--- config.mk ---
export PLATFORM = sky130hd
export DESIGN_NAME = axi_mem_if_slave
export DESIGN_NICKNAME = d
export VERILOG_FILES = /design/src/rtl/axi_mem_if_pkg.sv /design/src/rtl/axi_mem_if_rfifo.sv /design/src/rtl/axi_mem_if_slave.sv
export SDC_FILE = /design/constraint.sdc
export NUM_CORES = 1
export LEC_CHECK = 0
export ABC_AREA = 1
export CORE_AREA = 2 2 209 211
export CTS_BUF_LIST = sky130_fd_sc_hd__clkbuf_4 sky130_fd_sc_hd__clkbuf_8 sky130_fd_sc_hd__clkbuf_16
export DETAILED_ROUTE_END_ITERATION = 10
export DIE_AREA = 0 0 211 213
export MAX_ROUTING_LAYER = met4
export PLACE_DENSITY_LB_ADDON = 0.1
export SLEW_MARGIN = 20
export SYNTH_ARGS = -nofsm -noshare
export SYNTH_HDL_FRONTEND = slang
export SYNTH_SLANG_ARGS = --single-unit
--- constraint.sdc ---
create_clock -name ACLK -period 14 [get_ports ACLK]
set_clock_uncertainty 0.05 [all_clocks]
set_input_delay 2.8 -clock ACLK [delete_from_list [all_inputs] [get_ports ACLK]]
set_output_delay 2.8 -clock ACLK [all_outputs]
set_load 0.05 [all_outputs]
--- src/rtl/axi_mem_if_pkg.sv ---
// Shared types and helpers for the AXI4-to-SRAM slave bridge.
// Burst encodings, response codes, FSM state and the burst address stepper.
package axi_mem_if_pkg;

  localparam logic [1:0] BURST_FIXED = 2'b00;
  localparam logic [1:0] BURST_INCR  = 2'b01;
  localparam logic [1:0] BURST_WRAP  = 2'b10;

  localparam logic [1:0] RESP_OKAY = 2'b00;

  typedef enum logic [1:0] {StIdle, StRead, StWrite, StWresp} state_e;

  // Byte address of the next beat; callers truncate to their address width so INCR wraps modulo 2^W.
  function automatic logic [63:0] next_addr(input logic [63:0] addr, input logic [7:0] len,
                                            input logic [2:0] size, input logic [1:0] burst);
    logic [63:0] incr;
    logic [63:0] mask;
    incr = 64'd1 << size;
    mask = ((64'(len) + 64'd1) << size) - 64'd1;
    case (burst)
      BURST_FIXED: next_addr = addr;
      BURST_WRAP:  next_addr = (addr & ~mask) | ((addr + incr) & mask);
      default:     next_addr = addr + incr;
    endcase
  endfunction

endpackage

--- src/rtl/axi_mem_if_rfifo.sv ---
// Small synchronous FIFO holding read beats (data plus last flag) for the R channel.
// Output is the head entry, so it stays stable until popped.
module axi_mem_if_rfifo #(
  parameter int unsigned Width = 65,
  parameter int unsigned Depth = 4,
  localparam int unsigned PtrW = $clog2(Depth),
  localparam int unsigned CntW = $clog2(Depth + 1)
) (
  input  logic             clk_i,
  input  logic             rst_i,
  input  logic             push_i,
  input  logic [Width-1:0] data_i,
  input  logic             pop_i,
  output logic [Width-1:0] data_o,
  output logic             full_o,
  output logic             empty_o,
  output logic [CntW-1:0]  count_o
);

  logic [Width-1:0] mem_q [Depth];
  logic [PtrW-1:0]  wr_ptr_q, rd_ptr_q;
  logic [CntW-1:0]  count_q;
  logic             do_push, do_pop;

  function automatic logic [PtrW-1:0] ptr_inc(input logic [PtrW-1:0] p);
    return (p == PtrW'(Depth - 1)) ? '0 : p + PtrW'(1);
  endfunction

  assign full_o  = (count_q == CntW'(Depth));
  assign empty_o = (count_q == '0);
  assign count_o = count_q;
  assign data_o  = mem_q[rd_ptr_q];
  assign do_push = push_i && !full_o;
  assign do_pop  = pop_i && !empty_o;

  always_ff @(posedge clk_i) begin
    if (rst_i) begin
      for (int i = 0; i < int'(Depth); i++) mem_q[i] <= '0;
      wr_ptr_q <= '0;
      rd_ptr_q <= '0;
      count_q  <= '0;
    end else begin
      if (do_push) begin
        mem_q[wr_ptr_q] <= data_i;
        wr_ptr_q        <= ptr_inc(wr_ptr_q);
      end
      if (do_pop) rd_ptr_q <= ptr_inc(rd_ptr_q);
      case ({do_push, do_pop})
        2'b10:   count_q <= count_q + CntW'(1);
        2'b01:   count_q <= count_q - CntW'(1);
        default: count_q <= count_q;
      endcase
    end
  end

endmodule

--- src/rtl/axi_mem_if_slave.sv ---
// AXI4 slave serving one read or write burst at a time onto a single-port synchronous SRAM.
// Reads are throttled so issued-but-unreturned data always fits in the R FIFO.
module axi_mem_if_slave
  import axi_mem_if_pkg::*;
#(
  parameter int unsigned AXI4_ADDRESS_WIDTH = 32,
  parameter int unsigned AXI4_RDATA_WIDTH   = 64,
  parameter int unsigned AXI4_WDATA_WIDTH   = 64,
  parameter int unsigned AXI4_ID_WIDTH      = 16,
  parameter int unsigned AXI4_USER_WIDTH    = 10,
  parameter int unsigned MEM_ADDR_WIDTH     = 13,
  parameter int unsigned BUFF_DEPTH_SLAVE   = 4
) (
  input  logic                          ACLK,
  input  logic                          ARESET,
  input  logic                          test_en_i,
  input  logic                          AWVALID_i,
  output logic                          AWREADY_o,
  input  logic [AXI4_ADDRESS_WIDTH-1:0] AWADDR_i,
  input  logic [7:0]                    AWLEN_i,
  input  logic [2:0]                    AWSIZE_i,
  input  logic [1:0]                    AWBURST_i,
  input  logic [AXI4_ID_WIDTH-1:0]      AWID_i,
  input  logic [AXI4_USER_WIDTH-1:0]    AWUSER_i,
  input  logic [2:0]                    AWPROT_i,
  input  logic [3:0]                    AWREGION_i,
  input  logic                          AWLOCK_i,
  input  logic [3:0]                    AWCACHE_i,
  input  logic [3:0]                    AWQOS_i,
  input  logic                          ARVALID_i,
  output logic                          ARREADY_o,
  input  logic [AXI4_ADDRESS_WIDTH-1:0] ARADDR_i,
  input  logic [7:0]                    ARLEN_i,
  input  logic [2:0]                    ARSIZE_i,
  input  logic [1:0]                    ARBURST_i,
  input  logic [AXI4_ID_WIDTH-1:0]      ARID_i,
  input  logic [AXI4_USER_WIDTH-1:0]    ARUSER_i,
  input  logic [2:0]                    ARPROT_i,
  input  logic [3:0]                    ARREGION_i,
  input  logic                          ARLOCK_i,
  input  logic [3:0]                    ARCACHE_i,
  input  logic [3:0]                    ARQOS_i,
  input  logic                          WVALID_i,
  output logic                          WREADY_o,
  input  logic [AXI4_WDATA_WIDTH-1:0]   WDATA_i,
  input  logic [AXI4_WDATA_WIDTH/8-1:0] WSTRB_i,
  input  logic                          WLAST_i,
  input  logic [AXI4_USER_WIDTH-1:0]    WUSER_i,
  output logic                          RVALID_o,
  input  logic                          RREADY_i,
  output logic [AXI4_RDATA_WIDTH-1:0]   RDATA_o,
  output logic [1:0]                    RRESP_o,
  output logic                          RLAST_o,
  output logic [AXI4_ID_WIDTH-1:0]      RID_o,
  output logic [AXI4_USER_WIDTH-1:0]    RUSER_o,
  output logic                          BVALID_o,
  input  logic                          BREADY_i,
  output logic [1:0]                    BRESP_o,
  output logic [AXI4_ID_WIDTH-1:0]      BID_o,
  output logic [AXI4_USER_WIDTH-1:0]    BUSER_o,
  output logic                          CEN,
  output logic                          WEN,
  output logic [MEM_ADDR_WIDTH-1:0]     A,
  output logic [AXI4_WDATA_WIDTH-1:0]   D,
  output logic [AXI4_WDATA_WIDTH/8-1:0] BE,
  input  logic [AXI4_RDATA_WIDTH-1:0]   Q
);

  localparam int unsigned CntW  = $clog2(BUFF_DEPTH_SLAVE + 1);
  localparam int unsigned FifoW = AXI4_RDATA_WIDTH + 1;

  state_e                        state_q, state_d;
  logic [AXI4_ADDRESS_WIDTH-1:0] addr_q, addr_d, addr_nxt;
  logic [7:0]                    len_q, len_d, beat_q, beat_d;
  logic [2:0]                    size_q, size_d;
  logic [1:0]                    burst_q, burst_d;
  logic [AXI4_ID_WIDTH-1:0]      rid_q, rid_d, bid_q, bid_d;
  logic [AXI4_USER_WIDTH-1:0]    ruser_q, ruser_d, buser_q, buser_d;
  logic                          rr_q, rr_d;
  logic                          rd_pend_q, rd_pend_d, rd_last_q, rd_last_d;
  logic                          fifo_full, fifo_empty;
  logic [CntW-1:0]               fifo_count;
  logic [FifoW-1:0]              fifo_rdata;
  logic                          ar_ok, grant_rd, grant_wr, last_beat;

  logic unused_ok;
  assign unused_ok = ^{test_en_i, AWPROT_i, AWREGION_i, AWLOCK_i, AWCACHE_i, AWQOS_i, ARPROT_i,
                       ARREGION_i, ARLOCK_i, ARCACHE_i, ARQOS_i, WLAST_i, WUSER_i, fifo_full};

  assign addr_nxt  = AXI4_ADDRESS_WIDTH'(next_addr(64'(addr_q), len_q, size_q, burst_q));
  assign last_beat = (beat_q == len_q);
  // A new read waits until every beat of the previous one has left the FIFO.
  assign ar_ok     = ARVALID_i && fifo_empty && !rd_pend_q;

  always_comb begin
    state_d   = state_q;
    addr_d    = addr_q;
    len_d     = len_q;
    beat_d    = beat_q;
    size_d    = size_q;
    burst_d   = burst_q;
    rid_d     = rid_q;
    ruser_d   = ruser_q;
    bid_d     = bid_q;
    buser_d   = buser_q;
    rr_d      = rr_q;
    rd_pend_d = 1'b0;
    rd_last_d = rd_last_q;
    grant_rd  = 1'b0;
    grant_wr  = 1'b0;
    AWREADY_o = 1'b0;
    ARREADY_o = 1'b0;
    WREADY_o  = 1'b0;
    BVALID_o  = 1'b0;
    CEN       = 1'b1;
    WEN       = 1'b1;
    A         = '0;
    D         = '0;
    BE        = '0;
    unique case (state_q)
      StIdle: begin
        if (ar_ok && AWVALID_i) begin
          grant_rd = !rr_q;
          grant_wr = rr_q;
          rr_d     = !rr_q;
        end else begin
          grant_rd = ar_ok;
          grant_wr = AWVALID_i;
        end
        if (grant_rd) begin
          ARREADY_o = 1'b1;
          addr_d    = ARADDR_i;
          len_d     = ARLEN_i;
          size_d    = ARSIZE_i;
          burst_d   = ARBURST_i;
          rid_d     = ARID_i;
          ruser_d   = ARUSER_i;
          beat_d    = '0;
          state_d   = StRead;
        end else if (grant_wr) begin
          AWREADY_o = 1'b1;
          addr_d    = AWADDR_i;
          len_d     = AWLEN_i;
          size_d    = AWSIZE_i;
          burst_d   = AWBURST_i;
          bid_d     = AWID_i;
          buser_d   = AWUSER_i;
          beat_d    = '0;
          state_d   = StWrite;
        end
      end
      StRead: begin
        if (int'(fifo_count) + int'(rd_pend_q) < int'(BUFF_DEPTH_SLAVE)) begin
          CEN       = 1'b0;
          A         = addr_q[MEM_ADDR_WIDTH+2:3];
          addr_d    = addr_nxt;
          beat_d    = beat_q + 8'd1;
          rd_pend_d = 1'b1;
          rd_last_d = last_beat;
          if (last_beat) state_d = StIdle;
        end
      end
      StWrite: begin
        WREADY_o = 1'b1;
        if (WVALID_i) begin
          CEN    = 1'b0;
          WEN    = 1'b0;
          A      = addr_q[MEM_ADDR_WIDTH+2:3];
          D      = WDATA_i;
          BE     = WSTRB_i;
          addr_d = addr_nxt;
          beat_d = beat_q + 8'd1;
          if (last_beat) state_d = StWresp;
        end
      end
      StWresp: begin
        BVALID_o = 1'b1;
        if (BREADY_i) state_d = StIdle;
      end
      default: state_d = StIdle;
    endcase
    if (ARESET) begin
      AWREADY_o = 1'b0;
      ARREADY_o = 1'b0;
      WREADY_o  = 1'b0;
      BVALID_o  = 1'b0;
      CEN       = 1'b1;
      WEN       = 1'b1;
      A         = '0;
      D         = '0;
      BE        = '0;
    end
  end

  always_ff @(posedge ACLK) begin
    if (ARESET) begin
      state_q   <= StIdle;
      addr_q    <= '0;
      len_q     <= '0;
      beat_q    <= '0;
      size_q    <= '0;
      burst_q   <= '0;
      rid_q     <= '0;
      ruser_q   <= '0;
      bid_q     <= '0;
      buser_q   <= '0;
      rr_q      <= 1'b0;
      rd_pend_q <= 1'b0;
      rd_last_q <= 1'b0;
    end else begin
      state_q   <= state_d;
      addr_q    <= addr_d;
      len_q     <= len_d;
      beat_q    <= beat_d;
      size_q    <= size_d;
      burst_q   <= burst_d;
      rid_q     <= rid_d;
      ruser_q   <= ruser_d;
      bid_q     <= bid_d;
      buser_q   <= buser_d;
      rr_q      <= rr_d;
      rd_pend_q <= rd_pend_d;
      rd_last_q <= rd_last_d;
    end
  end

  axi_mem_if_rfifo #(
    .Width(FifoW),
    .Depth(BUFF_DEPTH_SLAVE)
  ) u_rfifo (
    .clk_i  (ACLK),
    .rst_i  (ARESET),
    .push_i (rd_pend_q),
    .data_i ({rd_last_q, Q}),
    .pop_i  (RVALID_o && RREADY_i),
    .data_o (fifo_rdata),
    .full_o (fifo_full),
    .empty_o(fifo_empty),
    .count_o(fifo_count)
  );

  assign RVALID_o = !fifo_empty && !ARESET;
  assign RDATA_o  = ARESET ? '0 : fifo_rdata[AXI4_RDATA_WIDTH-1:0];
  assign RLAST_o  = fifo_rdata[AXI4_RDATA_WIDTH];
  assign RRESP_o  = RESP_OKAY;
  assign RID_o    = rid_q;
  assign RUSER_o  = ruser_q;
  assign BRESP_o  = RESP_OKAY;
  assign BID_o    = bid_q;
  assign BUSER_o  = buser_q;

endmodule

==> summary.md, run 1 <==
| Metric | Value |
|---|---|
| Worst-path clk slew | 50 ps |
| Yosys top cell by area | edfxtp_1 |
| Asr flop ratio synth | 0 |
| CP Data Arrival Time | 5440 ps |
| Crit start category | input port |
| Switch share | 0.401 |
| Sequential area share after synthesis | 0.534 |
| Final design instance area without fill | 24800 um^2 |
| Initial Util | 0.432 |
| Hold_ws | 413 ps |
| Die ar. | 44900 um^2 |
| Synth Register Bits | 363 |
| Seq pwr share | 0.338 |
| Gr usage total | 0.289 |
| FP Rows | 76 |
| Yosys top cell area share | 0.423 |
| Max Cap Viol | 0 |
| Library cells used by synthesis | 51 |
| Syn Area/Cell | 8.08 um^2 |
| Most frequent cell after synthesis | nor2_1 |
| Final WS setup | 5710 ps |
| GPL Wtd Cong | 0.902 |
| Cell family with most CP delay | buffers and inverters |
| Leakage | 10.2 nW |
| Final Util | 0.580 |
| CTS Buffer Depth | 3 |
| Num CTS Buffers | 41 |
| 1st-iter DRT viols | 1300 |
| Via count | 16900 |
| Synthesized instance count | 2285 |
| Hold Violations, Final | 0 |
| EDFF count, synth | 260 |
| WL met3 | 3.99 mm |
| Top cells by area, synth | edfxtp_1, nor2_1, dfxtp_1 |
| Metal-1 WL | 25.2 mm |
| Avg WL per Cell | 19.8 um |
| WP data required | 11150 ps |
| DRT antenna net count | 0 |
| FMAX | 121 MHz |
| NetSw | 0.00164 W |
| Postcts setup bufs | 0 |
| Worst path max stage delay | 850 ps |
| Post-CTS sizing | 0 |
| Initial antenna violation count | 16 |
| DRC | 0 |
| H-tree depth | 2 |
| Kind of critical path | in2out |
| Met2 wire len | 31.4 mm |
| Cell internal pwr | 0.00246 W |
| Layout cells sized above 1 | 0.0621 |
| Clock Tree Root | clkbuf_16 |
| Clock tree sinks | 363 |
| Slew Limit Fails | 0 |
| Post-synthesis cell area | 18500 um^2 |
| Fin crit period | 8290 ps |
| Worst min path class | reg2reg |
| Port Buffer Count | 461 |
| Status | finished, final reports clean |
| Crit path buffers/inverters | 3 |
| Critical Path Sink Type | output port |
| Power Dens Cells | 166 nW/um^2 |
| Setup TNS | 0 ps |
| CP startpoint | ARESET |
| CTS tree | built |
| Filler cells | 3906 |
| Core region area | 42700 um^2 |
| Die W | 211 um |
| VDD IR max | 0.0896 mV |
| Via density | 5.18 |
| Most frequent cells after synthesis | nor2_1, edfxtp_1, inv_1, nand2_1, o21ai_0 |
| Worst path slowest cell | clkdlybuf4s50_1 |
| Via count of the first global-routing pass | 15900 |
| Max Used Layer | met4 |
| GR Overflow Total | 0 |
| Headroom to the max-slew limit | 0.276 |
| Period utilization | 0.592 |
| Pre-antenna DRT Iters | 5 |
| Crit-path cells | buf_4 > nor2_1 > clkinv_1 > nor3_1 > clkdlybuf4s50_1 |
| RSZ-0062 raised after global routing | false |
| Logic pwr share | 0.398 |
| Clock power frac | 0.264 |
| CTS Hold Buffers Added | 0 |
| Chip Height | 213 um |
| Reg2reg start | size_q[1]$_SDFFE_PP0P_ |
| Largest net degree at the start of global routing | 93 |
| Synth warnings | 0 |
| Final Setup Violations | 0 |
| Hold path startpoint | RID_o[6]$_SDFFE_PP0P_ |
| Worst slew pin tran | 1090 ps |
| CP max FO | 58 |
| # nets final | 3024 |
| Dpl ws | 5710 ps |
| First-pass GRT wire length | 94.9 mm |
| Synthesis-to-layout area growth | 34.2% |
| IO Pins | 542 |
| Most used flip-flop cell after synthesis | edfxtp_1 |
| DP HPWL | 43.0 mm |
| Instance area at placement | 23400 um^2 |
| Final wirelength | 64.5 mm |
| Clock Latency Late Sink | 550 ps |
==> path summary, 6_finish.rpt <==
kind / endpoint / slack (ps) / cells past startpoint
setup / recovery: A[7] / 5710 / 5
hold / removal: RID_o[6]$_SDFFE_PP0P_ / 410 / 2
setup reg to reg: register / 10510 / 18
hold reg to reg: RID_o[6]$_SDFFE_PP0P_ / 410 / 2
==> cell usage in the layout, fill, tap and decap left out, types with 22 or more instances in the layout <==
cell,Yosys,final
a21oi_1,124,123
clkbuf_16,0,41
clkdlybuf4s50_1,0,460
dfxtp_1,103,101
edfxtp_1,260,260
inv_1,230,226
nand2_1,221,214
nand3_1,110,110
nor2_1,726,726
o211ai_1,22,22
o21ai_0,191,190
==> cells by family (layout without fill, tap and decap cells) <==
group,count (synthesis),after routing,share of synthesized area
XOR/XNOR,14,14,0.00664
buffers and inverters,376,793,0.0811
flip-flops,363,363,0.534
AO/OA/AOI/OAI,365,365,0.105
adder cells (fa/ha/maj),21,21,0.0150
multiplexers,1,1,0.000542
other,1,15,0.000203
AND/OR/NAND/NOR,1144,1144,0.257
==> cell type report <==
cell class | count | area (um^2) | share of cell area
Sequential cell | 363 | 9870 | 0.398
Multi-Input combinational cell | 1549 | 7170 | 0.289
Timing Repair Buffer | 479 | 4770 | 0.192
Clock buffer | 59 | 1200 | 0.0484
Inverter | 240 | 903 | 0.0365
Tap cell | 546 | 683 | 0.0276
Clock inverter | 15 | 158 | 0.00636
Antenna cell | 11 | 27.5 | 0.00111
==> registers in the layout (all words and copies together) (netlist names), 2 cells and up, named ones only <==
signal            cells
u_rfifo.mem_q       260
BID_o                16
RID_o                16
BUSER_o              10
RUSER_o              10
beat_q                8
len_q                 8
size_q                3
u_rfifo.count_o       3
burst_q               2
state_q               2
u_rfifo.rd_ptr_q      2
u_rfifo.wr_ptr_q      2
==> power groups by stage <==
stage	sequential [W]	clock [W]	combinational (W)
after floorplan	0.00149	0	0.00105
after global placement	0.00140	0	0.00161
after detailed placement	0.00141	0	0.00162
after CTS	0.00139	0.00110	0.00163
after global routing	0.00141	0.00114	0.00179
final	0.00139	0.00108	0.00163
==> metrics by stage <==
stage | std cells | total power [W]
after floorplan | 2288 | 0.00253
after global routing | 3261 | 0.00434
after detailed placement | 3176 | 0.00303
after global placement | 3176 | 0.00301
final | 3262 | 0.00410
after CTS | 3250 | 0.00412
==> worst min-delay path, cell delays in order, from the launching register on <==
cell,delay [ps]
dfxtp_1,310
nand2_1,60
a21oi_1,50
==> metal layers <==
| layer | track usage | vias to the layer above |
|---|---|---|
| met2 | 0.476 | 642 |
| met4 | 0.181 | 0 |
| met3 | 0.0443 | 144 |
| met1 | 0.333 | 7909 |
| met5 | - | - |
| li1 | - | 8192 |
(Power assumes the default switching activity.)
==> run 2: changes to the inputs <==
- CORE_AREA: 2 2 209 211 -> 2 2 212 214
- DIE_AREA: 0 0 211 213 -> 0 0 214 216
- clock period: 14 -> 8.3 ns (I/O delays scaled with it)
==> run 2 against run 1 <==
  * Count of clock-buffer cells in the layout is 1 higher
  * Via count down 0.49%
  * Die area increased by 2.9%
  * Clock power rose by 59%
  * Utilization decreased by 1.5 points
  * First-iteration DRC count decreased by 2.8%
  * Global-route usage down 1.9 points
  * Design area is essentially flat
  * Sequential power is 68% higher
  * Register-to-register slack worse by 5900 ps
  * Flip-flop and latch count did not move
==> summary.md, run 2 (synthesized netlist as in run 1, its figures left out) <==
| Metric | Value |
|---|---|
| Status | finished, final reports clean |
| Most frequent CP cell | buf_4 |
| CP Data Arrival Time | 4300 ps |
| 1st-iter DRT viols | 1264 |
| Postcts setup bufs | 0 |
| Fin crit period | 6010 ps |
| Gr usage total | 0.270 |
| Worst slew pin tran | 1070 ps |
| CTS tree | built |
| Headroom to the max-slew limit | 0.283 |
| FMAX | 166 MHz |
| Hold_ws | 411 ps |
| Worst-path clk slew | 60 ps |
| Initial antenna violation count | 17 |
| FP Rows | 77 |
| H-tree depth | 2 |
| Slew Limit Fails | 0 |
| Max reg flops | 260 |
| Reg2reg start | size_q[1]$_SDFFE_PP0P_ |
| WP data required | 6590 ps |
| Clock tree sinks | 363 |
| Depth of the worst register-to-register path | 16 |
| Critical Path Sink Type | output port |
| VDD IR max | 0.168 mV |
| First-pass GRT wire length | 93.8 mm |
| Final wirelength | 62.1 mm |
| CTS Hold Buffers Added | 0 |
| Period utilization | 0.724 |
| Avg WL per Cell | 18.8 um |
| Reg2reg setup slack | 4660 ps |
| Hold Crit Depth | 2 |
| Kind of critical path | reg2out |
| Leakage | 10.2 nW |
| Chip Height | 216 um |
| Clock Tree Root | clkbuf_16 |
| Commonest non-fill, non-tap cell in the layout | nor2_1 |
| Num CTS Buffers | 41 |
| Setup TNS | 0 ps |
| Layout cells sized above 1 | 0.0625 |
| Die W | 214 um |
| Worst min path class | reg2reg |
| Clock Latency Late Sink | 560 ps |
| Initial Util | 0.421 |
| Final Setup Violations | 0 |
| Via density | 5.08 |
| Via count | 16800 |
| CTS Buffer Depth | 3 |
| Commonest non-fill, non-tap cells in the layout | nor2_1, clkdlybuf4s50_1, edfxtp_1 |
| End point of the critical path | RDATA_o[4] |
| Power Dens Cells | 275 nW/um^2 |
| CP max FO | 66 |
| GPL Wtd Cong | 0.895 |
| Via count of the first global-routing pass | 15900 |
| Synthesis-to-layout area growth | 34.1% |
| Max Cap Viol | 0 |
| Core region area | 43800 um^2 |
| IO Pins | 542 |
| DRT antenna net count | 0 |
| Die ar. | 46200 um^2 |
| Worst path max stage delay | 900 ps |
| # nets final | 3030 |
| Post-CTS sizing | 0 |
| Largest reg by FF count | u_rfifo.mem_q |
| Port Buffer Count | 461 |
| Hold Violations, Final | 0 |
| Worst path slowest cell | clkdlybuf4s50_1 |
| GR Overflow Total | 0 |
| DP HPWL | 41.3 mm |
| Crit start category | register |
| RSZ-0062 raised after global routing | false |
| Largest net degree at the start of global routing | 82 |
| Crit-path cells | buf_4 > clkinv_2 > buf_4 > nor2_1 > o21ai_0 > a21oi_1 > clkdlybuf4s50_1 |
| DRC | 0 |
| Pre-antenna DRT Iters | 5 |
==> run 2: cell count changes in the layout (fill, tap and decap cells not counted), moves of 3 or more <==
cell / delta
buf_4: +7
bufinv_16: -3
clkbuf_4: +4
clkbuf_8: -4
clkinv_2: -3
==> run 2: stage by stage <==
step / area (um^2) / total power [W] / worst slack (ps) / utilization / instances
2_1_floorplan: 18500 / 0.00427 / 1200 / - / 2288
3_3_place_gp: 23500 / 0.00509 / 2340 / 0.535 / 3229
3_5_place_dp: 23500 / 0.00512 / 2340 / 0.535 / 3229
4_1_cts: 24700 / 0.00686 / 2230 / 0.564 / 3298
5_1_grt: 24800 / 0.00721 / 2020 / 0.565 / 3308
6_report: 24800 / 0.00681 / 2290 / 0.565 / 3308
==> run 2: area by class of cell <==
type                    count  area, um^2
diodes                     10        25.0
clock buffers              60        1200
clock inverters             9        72.6
fillers                  4065       19100
inverters                 240         903
multi-input cells        1549        7160
flip-flops and latches    363        9870
well taps                 592         741
repair buffers            485        4790
==> run 2: layer usage <==
| metal | wire length [um] | up-vias | GRT usage | part of all wire |
|---|---|---|---|---|
| met4 | 2290 | 0 | 0.118 | 0.037 |
| met3 | 3500 | 117 | 0.0364 | 0.056 |
| met2 | 30700 | 605 | 0.452 | 0.49 |
| met5 | 0 | - | - | 0 |
| li1 | - | 8203 | - | - |
| met1 | 25600 | 7880 | 0.328 | 0.41 |
==> run 2: how the worst min path moves through the flow <==
stage                                                from                              end  slack [ps]
after floorplan           u_rfifo.count_o[0]$_SDFFE_PP0P_  u_rfifo.count_o[0]$_SDFFE_PP0P_         390
after global placement            RUSER_o[7]$_SDFFE_PP0P_          RUSER_o[7]$_SDFFE_PP0P_         400
after detailed placement           RID_o[13]$_SDFFE_PP0P_           RID_o[13]$_SDFFE_PP0P_         400
after CTS                          RID_o[13]$_SDFFE_PP0P_           RID_o[13]$_SDFFE_PP0P_         410
after global routing                RID_o[6]$_SDFFE_PP0P_            RID_o[6]$_SDFFE_PP0P_         430
final                               RID_o[9]$_SDFFE_PP0P_            RID_o[9]$_SDFFE_PP0P_         410
==> run 2: critical path, delay by kind of cell (launching register included) <==
kind	cells	cell delay (ps)
AOI/OAI and AO/OA	2	450
and+or+nand+nor	1	160
buffers and inverters	4	2750
DFF	1	310
==> run 2: power by group <==
group	switching (W)	leakage (nW)	internal [W]
logic	0.00187	6.01	0.000881
clock network	0.000715	0.638	0.00100
registers	0.000164	3.53	0.00217
total	0.00275	10.2	0.00406
==> run 3: changes to the inputs <==
- clock period: 8.3 -> 6.15 ns (I/O delays scaled with it)
==> run 3 against run 2 <==
  * First-iteration DRC count fell by 8.1%
  * Sequential share of layout area fell by 0.14 points
  * Final cell count barely moved
  * Worst hold slack barely moved
  * Via count rose by 0.25%
  * Total power rose by 37%
  * Register-to-register slack got worse by 2200 ps
  * Non-clock buffer count fell by 3
  * Die area did not move
  * Design area rose by 0.35%
  * Critical path type is now in2out
==> summary.md, run 3 (synthesized netlist as in run 1, its figures left out) <==
| Metric | Value |
|---|---|
| Status | finished, final reports clean |
| Worst slew pin tran | 1110 ps |
| Worst path slowest cell | clkdlybuf4s50_1 |
| Instance area at placement | 23500 um^2 |
| Die ar. | 46200 um^2 |
| Avg WL per Cell | 19.0 um |
| Leakage | 10.2 nW |
| Reg2reg start | size_q[1]$_SDFFE_PP0P_ |
| Most frequent CP cell | clkdlybuf4s50_1 |
| CP Data Arrival Time | 3800 ps |
| DRT antenna net count | 0 |
| VDD IR max | 0.244 mV |
| Die W | 214 um |
| Pre-antenna DRT Iters | 5 |
| CP startpoint | WVALID_i |
| Initial antenna violation count | 21 |
| 1st-iter DRT viols | 1161 |
| Num CTS Buffers | 41 |
| IO Pins | 542 |
| Initial Util | 0.421 |
| Crit-path cells | clkdlybuf4s50_1 > nand2_2 > buf_4 > clkdlybuf4s50_1 |
| Clock Tree Root | clkbuf_16 |
| Critical Path Sink Type | output port |
| Reg2reg setup slack | 2440 ps |
| Port Buffer Count | 461 |
| Commonest non-fill, non-tap cells in the layout | nor2_1, clkdlybuf4s50_1, edfxtp_1 |
| DP HPWL | 41.1 mm |
| Max reg flops | 260 |
| Final wirelength | 62.9 mm |
| Hold_ws | 411 ps |
| CP max FO | 40 |
| Max Cap Viol | 0 |
| First-pass GRT wire length | 94.3 mm |
| Setup TNS | 0 ps |
| Chip Height | 216 um |
| FP Rows | 77 |
| WP data required | 4870 ps |
| Kind of critical path | in2out |
| CTS Hold Buffers Added | 0 |
| Via count | 16800 |
| Crit start category | input port |
| DRC | 0 |
| End point of the critical path | WEN |
| CTS Buffer Depth | 3 |
| Final Setup Violations | 0 |
| Commonest non-fill, non-tap cell in the layout | nor2_1 |
| Final WS setup | 1070 ps |
| RSZ-0062 raised after global routing | false |
| GPL Wtd Cong | 0.961 |
| Largest reg by FF count | u_rfifo.mem_q |
| Worst-path clk slew | 60 ps |
| CTS tree | built |
| GR Overflow Total | 0 |
| Fin crit period | 5080 ps |
| Clock tree sinks | 363 |
| Filler cells | 4081 |
| FF/Latch Area | 9870 um^2 |
| Slew Limit Fails | 0 |
| Via count of the first global-routing pass | 15900 |
| Cell family with most CP delay | buffers and inverters |
| Power Dens Cells | 374 nW/um^2 |
| Hold Violations, Final | 0 |
| Period utilization | 0.826 |
| H-tree depth | 2 |
| Depth of the worst register-to-register path | 18 |
| Dpl ws | 1100 ps |
| Stages on the worst setup path | 4 |
| Largest net degree at the start of global routing | 99 |
| Multi-input logic area | 7160 um^2 |
| Postcts setup bufs | 0 |
| FMAX | 197 MHz |
| Gr usage total | 0.273 |
| Hold Crit Depth | 2 |
| Headroom to the max-slew limit | 0.259 |
| Core region area | 43800 um^2 |
| Post-CTS sizing | 0 |
| Via density | 5.09 |
| Layout cells sized above 1 | 0.0602 |
| Final design instance area without fill | 24900 um^2 |
| Clock Latency Late Sink | 560 ps |
| Crit path buffers/inverters | 3 |
| # nets final | 3027 |
| Hold path startpoint | RID_o[7]$_SDFFE_PP0P_ |
| Worst path max stage delay | 900 ps |
| Synthesis-to-layout area growth | 34.6% |
| Worst min path class | reg2reg |
## run 3: power by group
| part | switching (W) | internal [W] | total (W) |
|---|---|---|---|
| sequential | 0.000240 | 0.00293 | 0.00317 |
| clock | 0.00100 | 0.00140 | 0.00240 |
| combinational | 0.00252 | 0.00120 | 0.00372 |
## run 3: stage by stage
step / cells / util / total power [W]
detailed placement: 3225 / 0.536 / 0.00693
CTS: 3300 / 0.566 / 0.00934
floorplan: 2288 / - / 0.00576
global route: 3311 / 0.567 / 0.00981
finish: 3311 / 0.567 / 0.00930
global placement: 3225 / 0.536 / 0.00688
## run 3: worst min path at each step
stage | to | slack [ps]
floorplan | u_rfifo.count_o[0]$_SDFFE_PP0P_ | 390
global placement | RID_o[13]$_SDFFE_PP0P_ | 400
detailed placement | RID_o[7]$_SDFFE_PP0P_ | 400
CTS | RID_o[7]$_SDFFE_PP0P_ | 410
global route | RID_o[7]$_SDFFE_PP0P_ | 430
finish | RID_o[7]$_SDFFE_PP0P_ | 410
## run 3: area by class of cell
type                    count  share of cell area
well taps                 592              0.0298
clock inverters            21             0.00675
repair buffers            482               0.195
multi-input cells        1549               0.288
diodes                     10             0.00101
inverters                 240              0.0363
flip-flops and latches    363               0.397
clock buffers              54              0.0462
## run 3: worst min-delay path, cell delays in order, from the launching register on
cell and delay [ps]:
dfxtp_1 310, nand2_1 60, a21oi_1 50
## run 3: per-layer routing
layer / up-vias / share of wire / GRT usage
li1: 8208 / - / -
met1: 7880 / 0.40 / 0.327
met2: 637 / 0.50 / 0.449
met3: 122 / 0.061 / 0.0400
met4: 0 / 0.039 / 0.141
met5: - / 0 / -
